$ cat src/rtl/regfile_write_sched.sv
// regfile_write_sched: sole owner of the GPR file write bus, shared by the rs/rt RAM copies.
// Arbitrates between the writeback stage and late load data. Late loads park in a
// one-entry pending buffer. Writes to r0 are accepted but never reach the RAMs.
// Optional macro RF_INIT_SWEEP_EN: after reset, zero every entry with a 2**WIDTHAD-cycle
// sweep before normal operation starts.
module regfile_write_sched #(
  parameter int WIDTH   = 32,
  parameter int WIDTHAD = 5
) (
  input  logic               clk,
  input  logic               rst_n,
  input  logic               wb_valid,
  input  logic [WIDTHAD-1:0] wb_addr,
  input  logic [WIDTH-1:0]   wb_data,
  output logic               wb_stall,
  input  logic               ld_valid,
  input  logic [WIDTHAD-1:0] ld_addr,
  input  logic [WIDTH-1:0]   ld_data,
  output logic               ld_ready,
  output logic               rf_wren,
  output logic [WIDTHAD-1:0] rf_waddr,
  output logic [WIDTH-1:0]   rf_wdata,
  output logic               init_busy
);

  // Pending late-load buffer (single entry).
  logic               pend_v_q, pend_v_d;
  logic [WIDTHAD-1:0] pend_addr_q, pend_addr_d;
  logic [WIDTH-1:0]   pend_data_q, pend_data_d;

  // r0 writes are swallowed, so only nonzero destinations count as real writes.
  logic wb_w, ld_w;
  assign wb_w = wb_valid && (wb_addr != '0);
  assign ld_w = ld_valid && (ld_addr != '0);

`ifdef RF_INIT_SWEEP_EN
  typedef enum logic {S_INIT, S_RUN} state_t;
  state_t             state_q, state_d;
  logic [WIDTHAD-1:0] cnt_q, cnt_d;

  // Sweep state and address counter; reset always restarts the sweep at entry 0.
  always_ff @(posedge clk or negedge rst_n) begin
    if (!rst_n) begin
      state_q <= S_INIT;
      cnt_q   <= '0;
    end else begin
      state_q <= state_d;
      cnt_q   <= cnt_d;
    end
  end

  // Step through every entry once, then hand over to normal arbitration.
  always_comb begin
    state_d = state_q;
    cnt_d   = cnt_q;
    if (state_q == S_INIT) begin
      cnt_d = cnt_q + {{(WIDTHAD-1){1'b0}}, 1'b1};
      if (cnt_q == {WIDTHAD{1'b1}}) state_d = S_RUN;
    end
  end

  assign init_busy = (state_q == S_INIT);
`else
  assign init_busy = 1'b0;
`endif

  // Pending buffer register.
  always_ff @(posedge clk or negedge rst_n) begin
    if (!rst_n) begin
      pend_v_q    <= 1'b0;
      pend_addr_q <= '0;
      pend_data_q <= '0;
    end else begin
      pend_v_q    <= pend_v_d;
      pend_addr_q <= pend_addr_d;
      pend_data_q <= pend_data_d;
    end
  end

  // Write-port arbitration: pending load first, then WB, then a fresh load.
  always_comb begin
    rf_wren     = 1'b0;
    rf_waddr    = '0;
    rf_wdata    = '0;
    wb_stall    = 1'b1;
    ld_ready    = 1'b0;
    pend_v_d    = pend_v_q;
    pend_addr_d = pend_addr_q;
    pend_data_d = pend_data_q;
    if (!rst_n) begin
      pend_v_d = 1'b0;
    end
`ifdef RF_INIT_SWEEP_EN
    else if (state_q == S_INIT) begin
      rf_wren  = 1'b1;
      rf_waddr = cnt_q;
      pend_v_d = 1'b0;
    end
`endif
    else begin
      wb_stall = 1'b0;
      if (pend_v_q) begin
        pend_v_d = 1'b0;
        if (wb_w && (wb_addr == pend_addr_q)) begin
          // WB is younger than the parked load: its data wins, load is cancelled.
          rf_wren  = 1'b1;
          rf_waddr = wb_addr;
          rf_wdata = wb_data;
        end else begin
          rf_wren  = 1'b1;
          rf_waddr = pend_addr_q;
          rf_wdata = pend_data_q;
          wb_stall = wb_w;
        end
      end else begin
        ld_ready = 1'b1;
        if (wb_w) begin
          rf_wren  = 1'b1;
          rf_waddr = wb_addr;
          rf_wdata = wb_data;
          // Same destination: the load is older and simply dropped.
          if (ld_w && (ld_addr != wb_addr)) begin
            pend_v_d    = 1'b1;
            pend_addr_d = ld_addr;
            pend_data_d = ld_data;
          end
        end else if (ld_w) begin
          rf_wren  = 1'b1;
          rf_waddr = ld_addr;
          rf_wdata = ld_data;
        end
      end
    end
  end

endmodule

$ cat config.mk
export PLATFORM = sky130hd
export DESIGN_NAME = regfile_write_sched
export DESIGN_NICKNAME = d
export VERILOG_FILES = /design/src/rtl/regfile_write_sched.sv
export SDC_FILE = /design/constraint.sdc
export NUM_CORES = 1
export LEC_CHECK = 0
export BUFFER_PORTS_ARGS = -buffer_cell sky130_fd_sc_hd__clkbuf_2
export CORE_UTILIZATION = 51
export CTS_CLUSTER_DIAMETER = 60
export CTS_CLUSTER_SIZE = 10
export DETAILED_ROUTE_END_ITERATION = 6
export HOLD_SLACK_MARGIN = 0.05
export PLACE_DENSITY = 0.83
export SLEW_MARGIN = 20
export SYNTH_ARGS = -nofsm -noshare
export SYNTH_HDL_FRONTEND = slang
export SYNTH_SLANG_ARGS = --single-unit
$ cat constraint.sdc
create_clock -name clk -period 2.5 [get_ports clk]
set_clock_uncertainty 0.15 [all_clocks]
set_input_delay 0.125 -clock clk [delete_from_list [all_inputs] [get_ports clk]]
set_output_delay 0.125 -clock clk [all_outputs]
set_load 0.01 [all_outputs]
Yosys cells after proc, flatten, opt, wreduce, memory -nomap -nowiden
Cells that the tools add are included.
W data, S select, Z words.
Storage, ports and cells
  register bits: 38
  bits of input ports: 78
  word-level logic and storage cells: 36
Cells by class
  eq/ne operators: 2
  muxes and demuxes: 23
  bitwise gates (word level): 1
  reduce and logical (&&, ||, !) cells: 7
Operators by type and width (number)
  $mux W32: 5
  $mux W5: 5
  $mux W1: 13
  $reduce_bool A5 Y1: 2
  $eq A5 B5 Y1: 1
  $ne A5 B5 Y1: 1
  $logic_and A1 B1 Y1: 4
  $reduce_and A4 Y1: 1
  $not A1 Y1: 1

Longest topological paths before layout
Gate-level depths: netlist of the first run.
  depth in word-level cells: 7
  mapped depth: 7

Worst setup path after synthesis of the first run
No wires, ideal clock.
  path kind: flip-flop to flip-flop
  start: register pend_v_q
  end: register pend_addr_q[4]
  setup time: 125 ps
  arrival time: 1712 ps
  slack: 513 ps
  cell stages (with the launch flop): 7
  path buffers: 2
  clock period less this slack: 1987 ps
  path through: dfrtp_1 -> nor2b_1 -> o211ai_2 -> a211oi_1 -> buf_6 -> buf_6 -> mux2_4
Between the ends
  longest elaborated chain between the ends: 2
Ends and longest elaborated chain
  start, declared: line 27  | logic pend_v_q, pend_v_d;
  start signal, assigned: line 74  | pend_v_q <= pend_v_d;
  $not A1 Y1 (no line)
  $reduce_and A4 Y1 (no line)
  end signal, assigned: line 75  | pend_addr_q <= pend_addr_d;
  end, declared: line 28  | logic [WIDTHAD-1:0] pend_addr_q, pend_addr_d;
Every way passes these cells.
A chain may end at the register's enable or synchronous reset.

Worst setup path in the final report of the first run
  start: register pend_addr_q[0]
  end: output rf_wdata[0]
Between the ends
  longest elaborated chain between the ends: 5
Ends and longest elaborated chain
  $eq A5 B5 Y1: line 104  | if (wb_w && (wb_addr == pend_addr_q)) begin
  $logic_and A1 B1 Y1: line 104
  $mux W32: line 104
  $mux W32: line 102  | if (pend_v_q) begin
  $mux W32: line 90  | if (!rst_n) begin
  end, declared: line 22  | output logic [WIDTH-1:0] rf_wdata,
Every way passes these cells.

==> report_table.html, run 1 <==
<table>
<tr><th>Metric</th><th>Value</th></tr>
<tr><th colspan="2">CTS</th></tr>
<tr><td>H-tree lvl count</td><td>2</td></tr>
<tr><td>Max Root-Sink Buffers</td><td>2</td></tr>
<tr><td>Clk sinks</td><td>38</td></tr>
<tr><td>CTS buffer count</td><td>5</td></tr>
<tr><td>Clock root buffer</td><td>sky130_fd_sc_hd__clkbuf_8</td></tr>
<tr><td>Setup fix buffers added after clock tree synthesis</td><td>0</td></tr>
<tr><td>Clock input transition at the sequential cells of the worst setup and hold paths</td><td>0.08 ns</td></tr>
<tr><td>Clock latency reported for the late side of the worst-skew pair</td><td>0.29 ns</td></tr>
<tr><td>Clock tree from TritonCTS</td><td>done</td></tr>
<tr><th colspan="2">Worst setup path</th></tr>
<tr><td>WP buf/inv</td><td>2</td></tr>
<tr><td>Critical path data required time</td><td>between 2 and 2.5 ns</td></tr>
<tr><td>Critical path depth in cells</td><td>6</td></tr>
<tr><td>Startpoint class of the critical path</td><td>flip-flop</td></tr>
<tr><td>Destination of the critical timing path</td><td>rf_wdata[0]</td></tr>
<tr><td>Arrival time reported for the critical path endpoint</td><td>2.10 ns</td></tr>
<tr><td>Path type of the worst setup path</td><td>reg -&gt; out</td></tr>
<tr><td>Critical path endpoint category</td><td>output pin</td></tr>
<tr><td>Highest fanout seen on the critical path</td><td>16</td></tr>
<tr><td>Critical Path, Cell by Cell</td><td>xnor2_1 &gt; and3_1 &gt; buf_4 &gt; nand3_1 &gt; a311oi_2 &gt; clkbuf_2</td></tr>
<tr><td>Highest cell delay on the worst timing path</td><td>between 0.4 and 0.5 ns</td></tr>
<tr><td>Slowest library cell on the worst path</td><td>sky130_fd_sc_hd__dfrtp_1</td></tr>
<tr><td>R2R Path End</td><td>pend_data_q[4]$_DFFE_PN0P_</td></tr>
<tr><td>Cell family contributing the most delay on the critical path</td><td>buffers and inverters</td></tr>
<tr><td>Launch instance of the worst register-to-register path</td><td>pend_v_q$_DFF_PN0_</td></tr>
<tr><td>Setup slack of the most critical reg-to-reg path</td><td>between 0.3 and 0.4 ns</td></tr>
<tr><td>R2r worst-path depth</td><td>5</td></tr>
<tr><td>Beginning of the critical path</td><td>pend_addr_q[0]$_DFFE_PN0P_</td></tr>
<tr><th colspan="2">Pwr</th></tr>
<tr><td>Cell area power density</td><td>~530 mW/mm^2</td></tr>
<tr><td>Lkg Pwr</td><td>1.86 nW</td></tr>
<tr><td>IR drop worst, VDD</td><td>0.368 mV</td></tr>
<tr><th colspan="2">Synthesis</th></tr>
<tr><td>Mean cell area of the mapped netlist</td><td>8.82 sq um</td></tr>
<tr><td>Synthesized netlist net count</td><td>449</td></tr>
<tr><td>Total number of yosys warnings</td><td>0</td></tr>
<tr><td>Mapped Area</td><td>0.00327 sq mm</td></tr>
<tr><td>Fraction of registers with async set or reset after synthesis</td><td>100%</td></tr>
<tr><td>Flops &amp; latches, synth</td><td>38</td></tr>
<tr><td>Multiplexer fraction of the synthesized cell area</td><td>14.9%</td></tr>
<tr><td>Share of synthesized cell area in and, or, nand and nor gates</td><td>10.1%</td></tr>
<tr><td>Post-Synth XOR/XNOR Area</td><td>2.68%</td></tr>
<tr><td>Primary FF master, synth</td><td>sky130_fd_sc_hd__dfrtp_1</td></tr>
<tr><td>Post-synthesis sequential area ratio</td><td>between 20% and 30%</td></tr>
<tr><td>Number of enable flip-flop cells after synthesis</td><td>0</td></tr>
<tr><td>Fraction of the mapped netlist area in adder cells</td><td>0%</td></tr>
<tr><td>Combinational family with the most area after synthesis</td><td>compound AO/OA/AOI/OAI gates</td></tr>
<tr><td>Distinct cell type count of the synthesized netlist</td><td>34</td></tr>
<tr><td>Synthesized-area fraction occupied by ao, oa, aoi and oai cells</td><td>between 30 and 40%</td></tr>
<tr><td>Top cells by area, synth</td><td>sky130_fd_sc_hd__dfrtp_1 29%, sky130_fd_sc_hd__a311oi_1 15%, sky130_fd_sc_hd__mux2_4 8.7%, sky130_fd_sc_hd__o31ai_1 7.8%, sky130_fd_sc_hd__mux2_2 6.2%</td></tr>
<tr><td>Cell type with the largest total area after synthesis</td><td>sky130_fd_sc_hd__dfrtp_1</td></tr>
<tr><td>Synthesized netlist cell count</td><td>371</td></tr>
<tr><td>Share of the synthesized area in the top cell type</td><td>29.1%</td></tr>
<tr><th colspan="2">Timing</th></tr>
<tr><td>Post-route setup slack</td><td>0.122 ns</td></tr>
<tr><td>Final setup TNS</td><td>0 ns</td></tr>
<tr><td>Hold violation count in the final report</td><td>0</td></tr>
<tr><td>Fin crit share</td><td>between 90% and 100%</td></tr>
<tr><td>RSZ-0062 raised after global routing</td><td>false</td></tr>
<tr><td>Worst slew margin relative to its limit</td><td>26.4%</td></tr>
<tr><td>Number of max-slew violations in the final report</td><td>0</td></tr>
<tr><td>Shortest clock period the worst path allows after layout</td><td>~2.4 ns</td></tr>
<tr><td>Slew at the pin closest to its max-slew limit</td><td>between 1 and 1.5 ns</td></tr>
<tr><td>Max Fclk</td><td>between 400 and 500 MHz</td></tr>
<tr><td>Number of setup violations in the final report</td><td>0</td></tr>
<tr><th colspan="2">Cells and area</th></tr>
<tr><td>Fraction of layout cells with a size suffix above 1</td><td>between 30% and 40%</td></tr>
<tr><td>Most frequent cells in the layout</td><td>117 x sky130_fd_sc_hd__clkbuf_2, 54 x sky130_fd_sc_hd__a311oi_1, 38 x sky130_fd_sc_hd__dlygate4sd3_1, 37 x sky130_fd_sc_hd__nand2_1, 37 x sky130_fd_sc_hd__dfrtp_1</td></tr>
<tr><td>Final Core Density</td><td>73.2%</td></tr>
<tr><td>Antenna fix cells</td><td>0</td></tr>
<tr><td>Most common cell after layout, fill and taps aside</td><td>sky130_fd_sc_hd__clkbuf_2</td></tr>
<tr><td>Net count reported at finish</td><td>583</td></tr>
<tr><td>P&amp;R area growth vs syn</td><td>35.7%</td></tr>
<tr><td>Filler cells</td><td>469</td></tr>
<tr><td>Final design area excluding fillers</td><td>0.00444 sq mm</td></tr>
<tr><th colspan="2">Route</th></tr>
<tr><td>Via count</td><td>3968</td></tr>
<tr><td>Count of TritonRoute iterations in the first routing pass</td><td>5</td></tr>
<tr><td>Residual DRC</td><td>0</td></tr>
<tr><td>Wire length reported by the detailed router</td><td>11300 microns</td></tr>
<tr><td>Routed via count divided by cell count</td><td>a little under 7</td></tr>
<tr><td>Detail Route Antenna Nets</td><td>0</td></tr>
<tr><td>Iteration-0 DRC Markers</td><td>479</td></tr>
<tr><td>Mean routed wirelength per cell</td><td>19.4 microns</td></tr>
<tr><th colspan="2">Flow run</th></tr>
<tr><td>Count of max-cap constraint violations</td><td>0</td></tr>
<tr><th colspan="2">GRT</th></tr>
<tr><td>Maximum number of pins on one net before global-route repair</td><td>58</td></tr>
<tr><td>Total routing usage reported by global routing</td><td>34.8%</td></tr>
<tr><td>Vias in the first global route</td><td>roughly 3700</td></tr>
<tr><td>Wire length of the first global-routing pass</td><td>17800 microns</td></tr>
<tr><td>Antenna violations before repair</td><td>0</td></tr>
<tr><td>Global-route congestion overflow total</td><td>0</td></tr>
<tr><th colspan="2">Die</th></tr>
<tr><td>Number of placement rows</td><td>28</td></tr>
<tr><td>Die Height</td><td>approximately 80 microns</td></tr>
<tr><td>Die span in x</td><td>82.1 microns</td></tr>
<tr><td>Area of the die</td><td>a little under 0.007 sq mm</td></tr>
<tr><td>Placeable core region</td><td>0.00606 sq mm</td></tr>
<tr><td>Boundary pin count</td><td>119</td></tr>
<tr><td>Starting density of the core</td><td>54.0%</td></tr>
<tr><th colspan="2">Placement</th></tr>
<tr><td>Number of input and output port buffers inserted</td><td>117</td></tr>
<tr><td>Half-perimeter wire length after placement</td><td>slightly below 7000 microns</td></tr>
<tr><td>Routability congestion estimate</td><td>roughly 0.82</td></tr>
<tr><td>Post-placement setup slack</td><td>0.235 ns</td></tr>
<tr><td>Cell area reported after detailed placement</td><td>0.00392 sq mm</td></tr>
<tr><th colspan="2">Worst hold path</th></tr>
<tr><td>Worst hold path type</td><td>in -&gt; async</td></tr>
<tr><th colspan="2">Run status</th></tr>
<tr><td>Outcome</td><td>complete, no violations</td></tr>
</table>
what timing repair did:
| action | in CTS | in global routing |
|---|---|---|
| endpoints found under the setup margin | 0 | 16 |
| resized for setup | 0 | 4 |
| hold buffers | 39 | 0 |
| endpoints found under the hold margin | 75 | 0 |
through the flow:
| stage | total power [mW] | std cells | hold slack (ns) |
|---|---|---|---|
| floorplan | 1.48 | 371 | -0.321 |
| global placement | 1.77 | 533 | 0.101 |
| detailed placement | 1.81 | 533 | 0.109 |
| CTS | 2.32 | 580 | 0.330 |
| global route | 2.47 | 581 | 0.370 |
| finish | 2.34 | 581 | 0.352 |
cells in the mapped netlist, drive strengths merged, types with 2 or more instances:
cell type	number
a211oi	12
a21oi	35
a311oi	55
a31oi	13
a32oi	2
buf	13
clkbuf	38
dfrtp	38
inv	2
mux2	37
nand2	37
nand3	24
nor2	3
nor3	2
o21ai	5
o31ai	34
or4	2
xnor2	5
xor2	5
where the power goes:
part	switching (mW)	leakage [nW]	internal, mW	total [mW]
clock network	0.234	0.0482	0.223	0.457
registers	0.0911	0.451	0.758	0.849
logic	0.562	1.36	0.471	1.03
kinds of logic (layout without fill, tap and decap cells):
kind of cell | after synthesis | count (layout)
other cells | 1 | 1
compound gates | 158 | 158
simple gates | 73 | 73
xor+xnor | 10 | 10
flops | 38 | 38
buf+inv | 54 | 189
mux | 37 | 37
flip-flops by register name, indices dropped and copies added, names as in the netlist:
register	cells
pend_addr_q	5
pend_data_q	32
pend_v_q	1
routing by layer:
layer | up-vias | part of all wire, % | GRT usage [%]
met2 | 299 | 47 | 57.3
met5 | - | 0 | 0
met3 | 73 | 9.2 | 6.56
met1 | 1848 | 39 | 43.4
met4 | 0 | 5.0 | 17.2
li1 | 1748 | - | -
area by class of cell:
cell class	count	area (sq um)	share of cell area [%]
clock buffers	7	86.3	1.95
clock inverters	1	5.00	0.113
inverters	3	15.0	0.338
multi-input cells	279	2090	47.2
flip-flops and latches	38	952	21.5
well taps	75	93.8	2.12
repair buffers	177	1180	26.7
repair inverters	1	7.51	0.169
worst min-delay path by stage:
stage,start,end
after floorplan,rst_n,pend_addr_q[0]$_DFFE_PN0P_
after CTS,ld_valid,pend_addr_q[2]$_DFFE_PN0P_
final,rst_n,pend_addr_q[3]$_DFFE_PN0P_
after global routing,rst_n,pend_addr_q[4]$_DFFE_PN0P_
after detailed placement,rst_n,pend_addr_q[0]$_DFFE_PN0P_
after global placement,rst_n,pend_addr_q[0]$_DFFE_PN0P_
worst min-delay path, stage by stage:
cell                            delay, ns
sky130_fd_sc_hd__dlygate4sd3_1       0.52
sky130_fd_sc_hd__clkbuf_2            0.11
sky130_fd_sc_hd__buf_4               0.16
sky130_fd_sc_hd__buf_12              0.24
(Power assumes the default switching activity.)
==> run 2, diff against run 1 <==
- CORE_UTILIZATION: 51 -> 46
- PLACE_DENSITY: 0.83 -> 0.79
- clock period: 2.5 -> 2 ns (I/O delays scaled with it)
==> report_table.html, run 2 (synthesis results as in run 1) <==
<table>
<tr><th>Metric</th><th>Value</th></tr>
<tr><th colspan="2">Run status</th></tr>
<tr><td>Outcome</td><td>finished with violations</td></tr>
<tr><td>Failing checks</td><td>negative setup slack</td></tr>
<tr><th colspan="2">Route</th></tr>
<tr><td>Iteration-0 DRC Markers</td><td>475</td></tr>
<tr><td>Residual DRC</td><td>0</td></tr>
<tr><td>Routed via count divided by cell count</td><td>6.58</td></tr>
<tr><td>Count of TritonRoute iterations in the first routing pass</td><td>5</td></tr>
<tr><td>Via count</td><td>about 4200</td></tr>
<tr><td>Wire length reported by the detailed router</td><td>13300 microns</td></tr>
<tr><td>Mean routed wirelength per cell</td><td>21.1 microns</td></tr>
<tr><td>Detail Route Antenna Nets</td><td>0</td></tr>
<tr><th colspan="2">Cells and area</th></tr>
<tr><td>Top flop regs</td><td>pend_data_q x32, pend_addr_q x5, pend_v_q x1</td></tr>
<tr><td>Net count reported at finish</td><td>614</td></tr>
<tr><td>Final design area excluding fillers</td><td>0.00517 sq mm</td></tr>
<tr><td>Most common cell after layout, fill and taps aside</td><td>sky130_fd_sc_hd__clkbuf_2</td></tr>
<tr><td>Flip-flop and latch area</td><td>~950 sq um</td></tr>
<tr><td>Most flops, register</td><td>pend_data_q</td></tr>
<tr><td>Antenna fix cells</td><td>0</td></tr>
<tr><td>Most frequent cells in the layout</td><td>90 x sky130_fd_sc_hd__clkbuf_2, 39 x sky130_fd_sc_hd__a311oi_1, 38 x sky130_fd_sc_hd__dlygate4sd3_1, 37 x sky130_fd_sc_hd__dfrtp_1, 36 x sky130_fd_sc_hd__nand2_1</td></tr>
<tr><td>Fraction of layout cells with a size suffix above 1</td><td>50.5%</td></tr>
<tr><td>Area taken by multi-input logic gates</td><td>around 0.0024 sq mm</td></tr>
<tr><td>Final Core Density</td><td>between 70% and 80%</td></tr>
<tr><td>P&amp;R area growth vs syn</td><td>58.1%</td></tr>
<tr><td>Flip-flop count of the largest register, all copies and words added</td><td>32</td></tr>
<tr><td>Filler cells</td><td>475</td></tr>
<tr><th colspan="2">Timing</th></tr>
<tr><td>Fin crit share</td><td>117%</td></tr>
<tr><td>Post-route setup slack</td><td>-0.332 ns</td></tr>
<tr><td>Max Fclk</td><td>429 MHz</td></tr>
<tr><td>Hold Worst Slack</td><td>between 0.3 and 0.4 ns</td></tr>
<tr><td>Number of max-slew violations in the final report</td><td>0</td></tr>
<tr><td>RSZ-0062 raised after global routing</td><td>true</td></tr>
<tr><td>Hold violation count in the final report</td><td>0</td></tr>
<tr><td>Number of setup violations in the final report</td><td>38</td></tr>
<tr><td>Shortest clock period the worst path allows after layout</td><td>2.33 ns</td></tr>
<tr><th colspan="2">Die</th></tr>
<tr><td>Die span in x</td><td>86.3 microns</td></tr>
<tr><td>Boundary pin count</td><td>119</td></tr>
<tr><td>Area of the die</td><td>between 0.007 and 0.008 sq mm</td></tr>
<tr><td>Placeable core region</td><td>a little under 0.007 sq mm</td></tr>
<tr><td>Starting density of the core</td><td>47.9%</td></tr>
<tr><td>Die Height</td><td>~86 microns</td></tr>
<tr><td>Number of placement rows</td><td>30</td></tr>
<tr><th colspan="2">Worst setup path</th></tr>
<tr><td>R2r worst-path depth</td><td>6</td></tr>
<tr><td>Launch instance of the worst register-to-register path</td><td>pend_v_q$_DFF_PN0_</td></tr>
<tr><td>Path type of the worst setup path</td><td>reg -&gt; out</td></tr>
<tr><td>Critical path data required time</td><td>1.75 ns</td></tr>
<tr><td>Arrival time reported for the critical path endpoint</td><td>2.08 ns</td></tr>
<tr><td>Startpoint class of the critical path</td><td>flip-flop</td></tr>
<tr><td>Setup slack of the most critical reg-to-reg path</td><td>0.06 ns</td></tr>
<tr><td>Critical path endpoint category</td><td>output pin</td></tr>
<tr><td>R2R Path End</td><td>pend_data_q[8]$_DFFE_PN0P_</td></tr>
<tr><td>Highest fanout seen on the critical path</td><td>16</td></tr>
<tr><th colspan="2">CTS</th></tr>
<tr><td>H-tree lvl count</td><td>2</td></tr>
<tr><td>Clk sinks</td><td>38</td></tr>
<tr><td>Clock latency reported for the late side of the worst-skew pair</td><td>slightly below 0.3 ns</td></tr>
<tr><td>Clock input transition at the sequential cells of the worst setup and hold paths</td><td>0.08 ns</td></tr>
<tr><td>Max Root-Sink Buffers</td><td>2</td></tr>
<tr><td>Clock tree from TritonCTS</td><td>done</td></tr>
<tr><td>CTS buffer count</td><td>5</td></tr>
<tr><td>Clock root buffer</td><td>sky130_fd_sc_hd__clkbuf_8</td></tr>
<tr><th colspan="2">Flow run</th></tr>
<tr><td>Count of max-cap constraint violations</td><td>0</td></tr>
<tr><th colspan="2">Pwr</th></tr>
<tr><td>Sequential share of power</td><td>~32%</td></tr>
<tr><td>Switch Pwr</td><td>1.31 mW</td></tr>
<tr><td>Switching share of power</td><td>between 30% and 40%</td></tr>
<tr><td>Lkg Pwr</td><td>approximately 2.2 nW</td></tr>
<tr><td>Clk pwr share</td><td>19.3%</td></tr>
<tr><td>Internal power</td><td>about 2.1 mW</td></tr>
<tr><td>Part of the power in combinational logic</td><td>between 40% and 50%</td></tr>
<tr><td>IR drop worst, VDD</td><td>0.520 mV</td></tr>
<tr><td>Cell area power density</td><td>663 mW/mm^2</td></tr>
<tr><th colspan="2">Placement</th></tr>
<tr><td>Cell area reported after detailed placement</td><td>about 0.0041 sq mm</td></tr>
<tr><td>Half-perimeter wire length after placement</td><td>7190 microns</td></tr>
<tr><td>Number of input and output port buffers inserted</td><td>117</td></tr>
<tr><td>Post-placement setup slack</td><td>-0.0910 ns</td></tr>
<tr><td>Routability congestion estimate</td><td>0.907</td></tr>
<tr><th colspan="2">GRT</th></tr>
<tr><td>Vias in the first global route</td><td>3928</td></tr>
<tr><td>Wire length of the first global-routing pass</td><td>19100 microns</td></tr>
<tr><td>Maximum number of pins on one net before global-route repair</td><td>58</td></tr>
<tr><td>Antenna violations before repair</td><td>0</td></tr>
<tr><td>Global-route congestion overflow total</td><td>0</td></tr>
<tr><td>Total routing usage reported by global routing</td><td>32.7%</td></tr>
<tr><th colspan="2">Worst hold path</th></tr>
<tr><td>Worst hold path type</td><td>in -&gt; async</td></tr>
</table>
==> run 2: final cells by class <==
cell class / instances / area share (%)
multi-input cells: 279 / 46.1
repair buffers: 209 / 30.9
flip-flops and latches: 38 / 18.4
well taps: 96 / 2.32
clock buffers: 7 / 1.48
clock inverters: 1 / 0.581
inverters: 3 / 0.218
==> run 2: power by group through the flow <==
stage,clock (mW),combinational [mW],sequential [mW]
after global placement,0,1.20,1.05
after CTS,0.654,1.46,1.06
after global routing,0.697,1.76,1.11
after floorplan,0,0.810,1.04
final,0.662,1.67,1.10
after detailed placement,0,1.22,1.06
==> run 2: through the flow <==
step / std cells / power, mW / setup TNS, ns
after floorplan: 371 / 1.85 / 0
after global placement: 569 / 2.25 / -0.400
after detailed placement: 569 / 2.29 / -0.946
after CTS: 623 / 3.17 / -2.42
after global routing: 633 / 3.56 / -11.20
final: 633 / 3.43 / -9.02
==> run 2: how the worst max path moves through the flow <==
stage | startpoint | to | slack, ns | cells after the start
2_1_floorplan | pend_v_q$_DFF_PN0_ | pend_addr_q[4]$_DFFE_PN0P_ | 0.01 | 6
3_3_place_gp | wb_addr[4] | rf_waddr[1] | -0.06 | 7
3_5_place_dp | wb_addr[4] | rf_wdata[30] | -0.09 | 7
4_1_cts | pend_addr_q[1]$_DFFE_PN0P_ | rf_wdata[8] | -0.11 | 6
5_1_grt | pend_addr_q[1]$_DFFE_PN0P_ | rf_wdata[27] | -0.37 | 6
6_report | pend_addr_q[1]$_DFFE_PN0P_ | rf_wdata[27] | -0.33 | 6
==> run 2: critical path, stage by stage, from the launching register on <==
cell	delay, ns
sky130_fd_sc_hd__dfrtp_1	0.44
sky130_fd_sc_hd__xnor2_2	0.34
sky130_fd_sc_hd__nand2_2	0.15
sky130_fd_sc_hd__buf_4	0.25
sky130_fd_sc_hd__o31ai_2	0.35
sky130_fd_sc_hd__a211oi_2	0.12
sky130_fd_sc_hd__clkbuf_2	0.14
==> run 2: timing repair <==
action                                  in CTS  in global routing
setup buffers                                6                  7
endpoints found under the hold margin       75                  0
pin swaps                                   31                 14
hold buffers                                39                  0
gates cloned                                 1                  3
endpoints found under the setup margin      60                 62
gates resized for setup                     39                 65
==> run 2: metal layers <==
layer / part of all wire [%] / up-vias / GRT usage, %
met3: 8.3 / 71 / 3.52
met5: 0 / - / 0
met2: 49 / 313 / 57.7
li1: - / 1802 / -
met1: 38 / 1978 / 39.2
met4: 4.7 / 0 / 17.6
==> run 3, diff against run 2 <==
- CORE_UTILIZATION: 46 -> 47
- CTS_BUF_LIST: default -> sky130_fd_sc_hd__clkbuf_4
- PLACE_DENSITY: 0.79 -> 0.8
==> report_table.html, run 3 (synthesis results as in run 1) <==
<table>
<tr><th>Metric</th><th>Value</th></tr>
<tr><th colspan="2">CTS</th></tr>
<tr><td>Clock input transition at the sequential cells of the worst setup and hold paths</td><td>0.14 ns</td></tr>
<tr><td>Clk sinks</td><td>38</td></tr>
<tr><td>Clock tree from TritonCTS</td><td>done</td></tr>
<tr><td>Clock root buffer</td><td>sky130_fd_sc_hd__clkbuf_4</td></tr>
<tr><td>Clock latency reported for the late side of the worst-skew pair</td><td>0.35 ns</td></tr>
<tr><td>CTS buffer count</td><td>5</td></tr>
<tr><td>H-tree lvl count</td><td>2</td></tr>
<tr><td>Max Root-Sink Buffers</td><td>2</td></tr>
<tr><th colspan="2">Timing</th></tr>
<tr><td>Max Fclk</td><td>419 MHz</td></tr>
<tr><td>Fin crit share</td><td>119%</td></tr>
<tr><td>Shortest clock period the worst path allows after layout</td><td>2.39 ns</td></tr>
<tr><td>Hold violation count in the final report</td><td>0</td></tr>
<tr><td>Number of max-slew violations in the final report</td><td>0</td></tr>
<tr><td>Number of setup violations in the final report</td><td>34</td></tr>
<tr><td>Final setup TNS</td><td>-10.13 ns</td></tr>
<tr><td>RSZ-0062 raised after global routing</td><td>true</td></tr>
<tr><td>Hold Worst Slack</td><td>0.264 ns</td></tr>
<tr><td>Post-route setup slack</td><td>-0.386 ns</td></tr>
<tr><th colspan="2">Cells and area</th></tr>
<tr><td>Final Core Density</td><td>75.4%</td></tr>
<tr><td>Final instance count without filler cells</td><td>608</td></tr>
<tr><td>Net count reported at finish</td><td>605</td></tr>
<tr><td>Antenna fix cells</td><td>0</td></tr>
<tr><td>Fraction of layout cells with a size suffix above 1</td><td>51.3%</td></tr>
<tr><td>Flip-flop count of the largest register, all copies and words added</td><td>32</td></tr>
<tr><td>Top flop regs</td><td>pend_data_q x32, pend_addr_q x5, pend_v_q x1</td></tr>
<tr><td>Final design area excluding fillers</td><td>0.00509 sq mm</td></tr>
<tr><td>Most frequent cells in the layout</td><td>84 x sky130_fd_sc_hd__clkbuf_2, 38 x sky130_fd_sc_hd__dlygate4sd3_1, 37 x sky130_fd_sc_hd__dfrtp_1, 36 x sky130_fd_sc_hd__nand2_1</td></tr>
<tr><td>P&amp;R area growth vs syn</td><td>55.7%</td></tr>
<tr><td>Most common cell after layout, fill and taps aside</td><td>sky130_fd_sc_hd__clkbuf_2</td></tr>
<tr><td>Most flops, register</td><td>pend_data_q</td></tr>
<tr><th colspan="2">Route</th></tr>
<tr><td>Detail Route Antenna Nets</td><td>0</td></tr>
<tr><td>Count of TritonRoute iterations in the first routing pass</td><td>5</td></tr>
<tr><td>Residual DRC</td><td>0</td></tr>
<tr><td>Via count</td><td>between 4000 and 5000</td></tr>
<tr><td>Routed via count divided by cell count</td><td>between 6 and 7</td></tr>
<tr><td>Mean routed wirelength per cell</td><td>21.9 microns</td></tr>
<tr><td>Wire length reported by the detailed router</td><td>13300 microns</td></tr>
<tr><td>Iteration-0 DRC Markers</td><td>481</td></tr>
<tr><th colspan="2">Die</th></tr>
<tr><td>Area of the die</td><td>0.00730 sq mm</td></tr>
<tr><td>Number of placement rows</td><td>30</td></tr>
<tr><td>Die span in x</td><td>approximately 85 microns</td></tr>
<tr><td>Die Height</td><td>85.4 microns</td></tr>
<tr><td>Starting density of the core</td><td>48.4%</td></tr>
<tr><td>Boundary pin count</td><td>119</td></tr>
<tr><td>Placeable core region</td><td>0.00676 sq mm</td></tr>
<tr><th colspan="2">Pwr</th></tr>
<tr><td>Cell area power density</td><td>657 mW/mm^2</td></tr>
<tr><td>Internal power</td><td>approximately 2.0 mW</td></tr>
<tr><td>Switching share of power</td><td>40.1%</td></tr>
<tr><td>IR drop worst, VDD</td><td>0.419 mV</td></tr>
<tr><td>Switch Pwr</td><td>1.34 mW</td></tr>
<tr><td>Sequential share of power</td><td>32.6%</td></tr>
<tr><td>Post-layout total power</td><td>between 3 and 4 mW</td></tr>
<tr><td>Lkg Pwr</td><td>2.12 nW</td></tr>
<tr><td>Clk pwr share</td><td>~17%</td></tr>
<tr><td>Part of the power in combinational logic</td><td>50.5%</td></tr>
<tr><th colspan="2">GRT</th></tr>
<tr><td>Wire length of the first global-routing pass</td><td>18700 microns</td></tr>
<tr><td>Antenna violations before repair</td><td>0</td></tr>
<tr><td>Global-route congestion overflow total</td><td>0</td></tr>
<tr><td>Vias in the first global route</td><td>~3800</td></tr>
<tr><td>Maximum number of pins on one net before global-route repair</td><td>39</td></tr>
<tr><td>Total routing usage reported by global routing</td><td>approximately a third</td></tr>
<tr><th colspan="2">Run status</th></tr>
<tr><td>Failing checks</td><td>negative setup slack</td></tr>
<tr><td>Outcome</td><td>finished with violations</td></tr>
<tr><th colspan="2">Flow run</th></tr>
<tr><td>Count of max-cap constraint violations</td><td>0</td></tr>
<tr><th colspan="2">Worst setup path</th></tr>
<tr><td>Startpoint class of the critical path</td><td>flip-flop</td></tr>
<tr><td>Highest fanout seen on the critical path</td><td>16</td></tr>
<tr><td>Critical path endpoint category</td><td>output pin</td></tr>
<tr><td>Critical path data required time</td><td>1.75 ns</td></tr>
<tr><td>Path type of the worst setup path</td><td>reg -&gt; out</td></tr>
<tr><td>Arrival time reported for the critical path endpoint</td><td>between 2 and 2.5 ns</td></tr>
<tr><th colspan="2">Worst hold path</th></tr>
<tr><td>Worst hold path type</td><td>in -&gt; async</td></tr>
<tr><th colspan="2">Placement</th></tr>
<tr><td>Routability congestion estimate</td><td>0.894</td></tr>
<tr><td>Cell area reported after detailed placement</td><td>just over 0.004 sq mm</td></tr>
<tr><td>Half-perimeter wire length after placement</td><td>7330 microns</td></tr>
<tr><td>Post-placement setup slack</td><td>-0.123 ns</td></tr>
<tr><td>Number of input and output port buffers inserted</td><td>117</td></tr>
<tr><td>Placed cell count</td><td>552</td></tr>
</table>
==> run 3: final timing paths <==
check                      cells after the start  slack [ns]                        start                          end
setup / recovery                               6       -0.39   pend_addr_q[4]$_DFFE_PN0P_                 rf_wdata[23]
max in group asynchronous                      4        1.21                        rst_n           pend_v_q$_DFF_PN0_
hold reg to reg                                1        0.38  pend_data_q[15]$_DFFE_PN0P_  pend_data_q[15]$_DFFE_PN0P_
min in group clk                               5        0.35                     wb_valid           pend_v_q$_DFF_PN0_
hold / removal                                 4        0.26                        rst_n   pend_addr_q[4]$_DFFE_PN0P_
setup reg to reg                               6        0.05           pend_v_q$_DFF_PN0_   pend_data_q[3]$_DFFE_PN0P_
==> run 3: repair_timing <==
item                                    CTS  global route
pin swaps                                12            22
resized for setup                        41            74
endpoints found under the setup margin   36            61
hold buffers                             39             0
cloned                                    1             4
setup buffers                             2             2
hold endpoints to repair                 75             0
==> run 3: layer usage <==
layer	track usage [%]	wire length, microns	vias up
met4	10.6	670	0
met5	0	0	-
met3	4.47	1220	90
li1	-	-	1785
met2	56.1	6450	331
met1	40.4	4980	2012
==> run 3: power by group through the flow <==
stage / logic [mW] / clock network (mW) / registers, mW
2_1_floorplan: 0.810 / 0 / 1.04
3_3_place_gp: 1.19 / 0 / 1.05
3_5_place_dp: 1.22 / 0 / 1.07
4_1_cts: 1.45 / 0.553 / 1.06
5_1_grt: 1.77 / 0.591 / 1.10
6_report: 1.69 / 0.565 / 1.09
==> run 3: worst max-delay path: stages, from the launching register on <==
cell and delay, ns:
sky130_fd_sc_hd__dfrtp_1 0.45, sky130_fd_sc_hd__xnor2_2 0.26, sky130_fd_sc_hd__nand3_2 0.18, sky130_fd_sc_hd__buf_6 0.22, sky130_fd_sc_hd__o31ai_1 0.34, sky130_fd_sc_hd__a311oi_2 0.16
sky130_fd_sc_hd__buf_2 0.16
==> run 3: area by class of cell <==
class | instances | area, sq um
multi-input cells | 279 | 2400
fillers | 430 | 1660
repair buffers | 200 | 1540
flip-flops and latches | 38 | 952
well taps | 80 | 100
clock inverters | 3 | 45.0
clock buffers | 5 | 37.5
inverters | 3 | 15.0
